--- config.mk ---
export PLATFORM = sky130hd
export DESIGN_NAME = fcl_cntrl_gen
export DESIGN_NICKNAME = d
export VERILOG_FILES = /design/src/rtl/fcl_cntrl_gen.sv
export SDC_FILE = /design/constraint.sdc
export NUM_CORES = 1
export LEC_CHECK = 0
export CAP_MARGIN = 20
export CELL_PAD_IN_SITES_DETAIL_PLACEMENT = 0
export CELL_PAD_IN_SITES_GLOBAL_PLACEMENT = 1
export CORE_ASPECT_RATIO = 0.6
export CORE_MARGIN = 3
export CORE_UTILIZATION = 38
export CTS_CLUSTER_DIAMETER = 200
export DETAILED_ROUTE_END_ITERATION = 12
export GPL_ROUTABILITY_DRIVEN = 0
export GPL_TIMING_DRIVEN = 0
export PLACE_DENSITY_LB_ADDON = 0.1
export SKIP_LAST_GASP = 1
export SYNTH_ARGS = -nofsm -noshare
export SYNTH_HDL_FRONTEND = slang
export SYNTH_SLANG_ARGS = --single-unit
--- constraint.sdc ---
create_clock -name fcl_ctrl_clk -period 3.9 [get_ports fcl_ctrl_clk]
set_input_delay 0.585 -clock fcl_ctrl_clk [delete_from_list [all_inputs] [get_ports fcl_ctrl_clk]]
set_output_delay 0.585 -clock fcl_ctrl_clk [all_outputs]
set_load 0.02 [all_outputs]
--- src/rtl/fcl_cntrl_gen.sv ---
// SRAM write-then-read sequencer for one fully-connected layer pass, one neuron at a time.
// Optional stall counter output enabled by defining FCL_CTRL_STALL_CNT_EN.
module fcl_cntrl_gen #(
  parameter int SRAM_ADDR_W      = 3,
  parameter int WORDS_PER_NEURON = 5,
  parameter int NUM_NEURONS      = 120,
  parameter int NEURON_CNT_W     = 7
) (
  input  logic                    fcl_ctrl_clk,
  input  logic                    fcl_ctrl_rst,
  input  logic                    fcl1_wake_i,
  input  logic                    fcl1_restart_i,
  input  logic                    wr_data_valid_i,
  input  logic                    rd_ready_i,
  output logic                    fcl_cntrl_top_sram_wr_en_o,
  output logic                    fcl_cntrl_top_sram_rd_en_o,
  output logic [SRAM_ADDR_W-1:0]  fcl_cntrl_top_sram_addr_o,
  output logic [NEURON_CNT_W-1:0] neuron_idx_o,
  output logic                    neuron_done_o,
  output logic                    layer_done_o,
  output logic                    busy_o
`ifdef FCL_CTRL_STALL_CNT_EN
  ,
  output logic [15:0]             stall_cnt_o
`endif
);

  if (WORDS_PER_NEURON < 1 || WORDS_PER_NEURON > (1 << SRAM_ADDR_W) ||
      NUM_NEURONS < 1 || NUM_NEURONS > (1 << NEURON_CNT_W)) begin : g_bad_cfg
    $error("fcl_cntrl_gen: WORDS_PER_NEURON or NUM_NEURONS out of range");
  end

  localparam logic [SRAM_ADDR_W-1:0]  ADDR_LAST = SRAM_ADDR_W'(WORDS_PER_NEURON - 1);
  localparam logic [NEURON_CNT_W-1:0] IDX_LAST  = NEURON_CNT_W'(NUM_NEURONS - 1);

  typedef enum logic [1:0] {S_IDLE, S_WR, S_RD, S_DONE} state_t;

  state_t                  state;
  logic [SRAM_ADDR_W-1:0]  addr;
  logic [NEURON_CNT_W-1:0] idx;
  logic                    kill, wr_beat, rd_beat, last_word;

  // Reset and restart both squash strobes in the same cycle they are seen.
  assign kill      = fcl_ctrl_rst | fcl1_restart_i;
  assign wr_beat   = (state == S_WR) & wr_data_valid_i & ~kill;
  assign rd_beat   = (state == S_RD) & rd_ready_i & ~kill;
  assign last_word = (addr == ADDR_LAST);

  always_ff @(posedge fcl_ctrl_clk) begin
    if (fcl_ctrl_rst || fcl1_restart_i) begin
      state <= S_IDLE;
      addr  <= '0;
      idx   <= '0;
    end else begin
      case (state)
        S_IDLE: if (fcl1_wake_i) begin
          state <= S_WR;
          addr  <= '0;
          idx   <= '0;
        end
        S_WR: if (wr_beat) begin
          if (last_word) begin
            addr  <= '0;
            state <= S_RD;
          end else begin
            addr <= addr + 1'b1;
          end
        end
        S_RD: if (rd_beat) begin
          if (last_word) begin
            addr <= '0;
            if (idx == IDX_LAST) begin
              state <= S_DONE;
            end else begin
              idx   <= idx + 1'b1;
              state <= S_WR;
            end
          end else begin
            addr <= addr + 1'b1;
          end
        end
        default: state <= S_DONE;
      endcase
    end
  end

  // Outputs are forced low for the whole reset cycle, not just after the edge.
  assign fcl_cntrl_top_sram_wr_en_o = wr_beat;
  assign fcl_cntrl_top_sram_rd_en_o = rd_beat;
  assign fcl_cntrl_top_sram_addr_o  = fcl_ctrl_rst ? '0 : addr;
  assign neuron_idx_o               = fcl_ctrl_rst ? '0 : idx;
  assign neuron_done_o              = rd_beat & last_word;
  assign layer_done_o               = (state == S_DONE) & ~fcl_ctrl_rst;
  assign busy_o                     = ((state == S_WR) | (state == S_RD)) & ~fcl_ctrl_rst;

`ifdef FCL_CTRL_STALL_CNT_EN
  logic [15:0] stall_cnt;
  logic        stall_cyc;

  assign stall_cyc = ((state == S_WR) & ~wr_data_valid_i) | ((state == S_RD) & ~rd_ready_i);

  always_ff @(posedge fcl_ctrl_clk) begin
    if (fcl_ctrl_rst || fcl1_restart_i || (state == S_IDLE && fcl1_wake_i))
      stall_cnt <= '0;
    else if (stall_cyc && stall_cnt != 16'hFFFF)
      stall_cnt <= stall_cnt + 16'd1;
  end

  assign stall_cnt_o = fcl_ctrl_rst ? '0 : stall_cnt;
`endif

endmodule

==> impl_metrics.json <==
{
  "htreeDepth": 1,
  "total_power_uw": 305.8,
  "ys_ff_latch": 12,
  "synthCells": 115,
  "swShare_pct": 28.38,
  "wire_per_inst_um": 14.63,
  "synth_area_um2": 930.9,
  "via_per_inst": 5.738,
  "io_pins": 21,
  "r2r_slack_ps": 1800,
  "cts_root_buf": "clkbuf_8",
  "antenna_left": 0,
  "first_iter_violations": 80,
  "ys_warn_count": 0,
  "switchingPower_uw": 86.80,
  "synthDominantCellAreaShare_pct": 25.81,
  "worstMarginPinSlew_ps": 767.3,
  "antenna_found_initial": 0,
  "syn_nets": 130,
  "hold_path_depth": 2,
  "fin_crit_sh_pct": 80.17,
  "clockBufferDepth": 2,
  "arrival_ps": 2540,
  "hold_ws_ps": 505.0,
  "fin_crit_ps": 3127,
  "grt_overflow": 0,
  "min_from": "addr[1]",
  "first_pass_iters": 4,
  "die_h_um": 44.34,
  "r2r-start": "idx[0]",
  "dp_slack_ps": 795.5,
  "fin_nets": 155,
  "synth_top_cell_by_area": "dfxtp_1",
  "ys_types": 42,
  "synthFlopType": "dfxtp_1",
  "fin_util_pct": 53.90,
  "setup_viol": 0,
  "drc": 0,
  "grt_pass1_wl_um": 4174,
  "cts_tree": "yes",
  "pwr-share-comb_pct": 21.1,
  "internal_power_uw": 219.0,
  "port_buffers": 20,
  "clk_latency_ps": 240,
  "cp-end-kind": "output port",
  "worst_ep_required_time_ps": 3310,
  "drt_wl_total_um": 2457,
  "ir_drop_v": 0.0001635,
  "power_per_cell_area_nw_per_um2": 252.8,
  "postCtsSetupBuffers": 0,
  "status": "finished, final reports clean",
  "fin_ws_ps": 773.2,
  "routed-via-count": 964,
  "grt_max_degree": 11,
  "fill_cells": 219,
  "drive_gt1_share_pct": 7.971,
  "r2r-end": "idx[1]",
  "core-area_um2": 2245,
  "diodes": 0,
  "clkSinkCount": 12,
  "ctsHoldBuffers": 0,
  "rsz0062_at_grt": "no",
  "drv_slew": 0,
  "synthArstFlopShare_pct": 0,
  "rows": 13,
  "dieArea_um2": 3099,
  "max_slew_margin_pct": 48.04,
  "power.static_leakage_uw": 0.0004474,
  "grt_pass1_vias": 846,
  "path_clk_slew_ps": 50,
  "cts_buffers": 3,
  "maxCapViolCount": 0,
  "clock_power_share_pct": 37.3,
  "worstPathMaxFanout": 10,
  "timing.fmax_mhz": 319.8,
  "finClkSkew_ps": 3.629,
  "initial_core_util_pct": 41.47,
  "yosysSeqAreaShare_pct": 25.81,
  "fin_setup_tns_ps": 0,
  "seqPwrFrac_pct": 41.6,
  "ctsResizeCount": 0,
  "syn_to_final_growth_pct": 29.97,
  "crit_path_start_kind": "input port",
  "finalHoldViolations": 0,
  "min_to": "addr[1]",
  "multi_input_area_um2": 640.6,
  "hp-class": "reg2reg",
  "hpwl_um": 1912,
  "die_x_um": 69.90,
  "regArea_um2": 240.2,
  "gr-usage-all-layers_pct": 17.58,
  "reg2reg_depth": 5,
  "synth.avg_cell_area_um2": 8.095,
  "synth_edf_count": 0,
  "ys_top_cells_by_area": "dfxtp_1 (26%), ha_1 (12%), nand4_1 (5.4%)",
  "critPathKind": "in2out"
}
stage by stage:
| stage | area [µm²] | cells |
|---|---|---|
| after floorplan | 930.9 | 115 |
| after global placement | 1169 | 165 |
| after detailed placement | 1169 | 165 |
| after CTS | 1210 | 168 |
| after global routing | 1210 | 168 |
| final | 1210 | 168 |
Yosys cell counts, types with 2 or more instances:
library cell and number:
nor2b_1 7, clkbuf_1 2, a21oi_1 5, nand4_1 8, and2_1 2, nand3_1 4, and3_1 2, nor3_1 5
a21o_1 2, o21ai_0 5, ha_1 9, nor2_1 7, dfxtp_1 12, and2b_1 2, or3b_1 2, or4_1 3
nand2_1 7, inv_1 7
placed cells by master, fill, tap and decap left out, types with 2 or more instances in the layout:
cell,n
and2_1,2
nor2b_1,7
or4_1,3
ha_1,9
nor2_1,7
dfxtp_1,12
clkbuf_1,2
clkbuf_8,3
clkdlybuf4s50_1,20
nand2_1,7
nor3_1,5
a21oi_1,5
inv_1,7
nand3_1,4
and3_1,2
a21o_1,2
o21ai_0,5
and2b_1,2
nand4_1,8
or3b_1,2
state kept, by name, summed over array words and instances (netlist names):
signal	count
state	2
idx	7
addr	3
worst max-delay path: stages:
cell	delay, ps
clkdlybuf4s50_1	530
or3b_1	430
buf_6	150
nor3_1	190
clkdlybuf4s50_1	640
cells by family (layout without fill, tap and decap cells):
logic type | count (synthesis) | count (layout) | share of synthesized area [%]
AOI/OAI and AO/OA | 26 | 26 | 19.63
adders and majority gates | 9 | 9 | 12.10
buffers and inverters | 11 | 34 | 5.377
muxes | 1 | 1 | 1.210
DFF | 12 | 12 | 25.81
and+or+nand+nor | 56 | 56 | 35.89
per-layer routing:
layer	vias to the layer above	share of wire [%]	global-route usage, %
met5	-	0	0
met4	0	0.45	3.435
met3	2	5.0	6.349
met2	23	42	24.77
met1	459	53	25.64
li1	480	-	-
area by class of cell:
cell class                      count  area share [%]
Sequential cell                    12           19.86
Multi-Input combinational cell     92           52.95
Inverter                            7           2.172
Buffer                              4           1.965
Tap cell                           30           3.102
Clock buffer                        3           3.413
Timing Repair Buffer               20           16.55
worst max path at each step:
stage	start	to	slack, ps	depth (start not counted)
6_report	fcl_ctrl_rst	neuron_done_o	770	5
5_1_grt	fcl_ctrl_rst	neuron_done_o	680	5
4_1_cts	fcl_ctrl_rst	neuron_done_o	770	5
2_1_floorplan	fcl_ctrl_rst	neuron_done_o	1710	3
3_3_place_gp	fcl_ctrl_rst	neuron_done_o	820	5
3_5_place_dp	fcl_ctrl_rst	neuron_done_o	800	5
power groups by stage:
stage	Combinational (µW)	Sequential, µW	Clock, µW
final	64.5	127	114
after global routing	71.1	128	124
after CTS	64.5	127	116
after detailed placement	64.1	130	0
after global placement	63.5	130	0
after floorplan	42.5	129	0
Power figures use the tool's default switching activity.
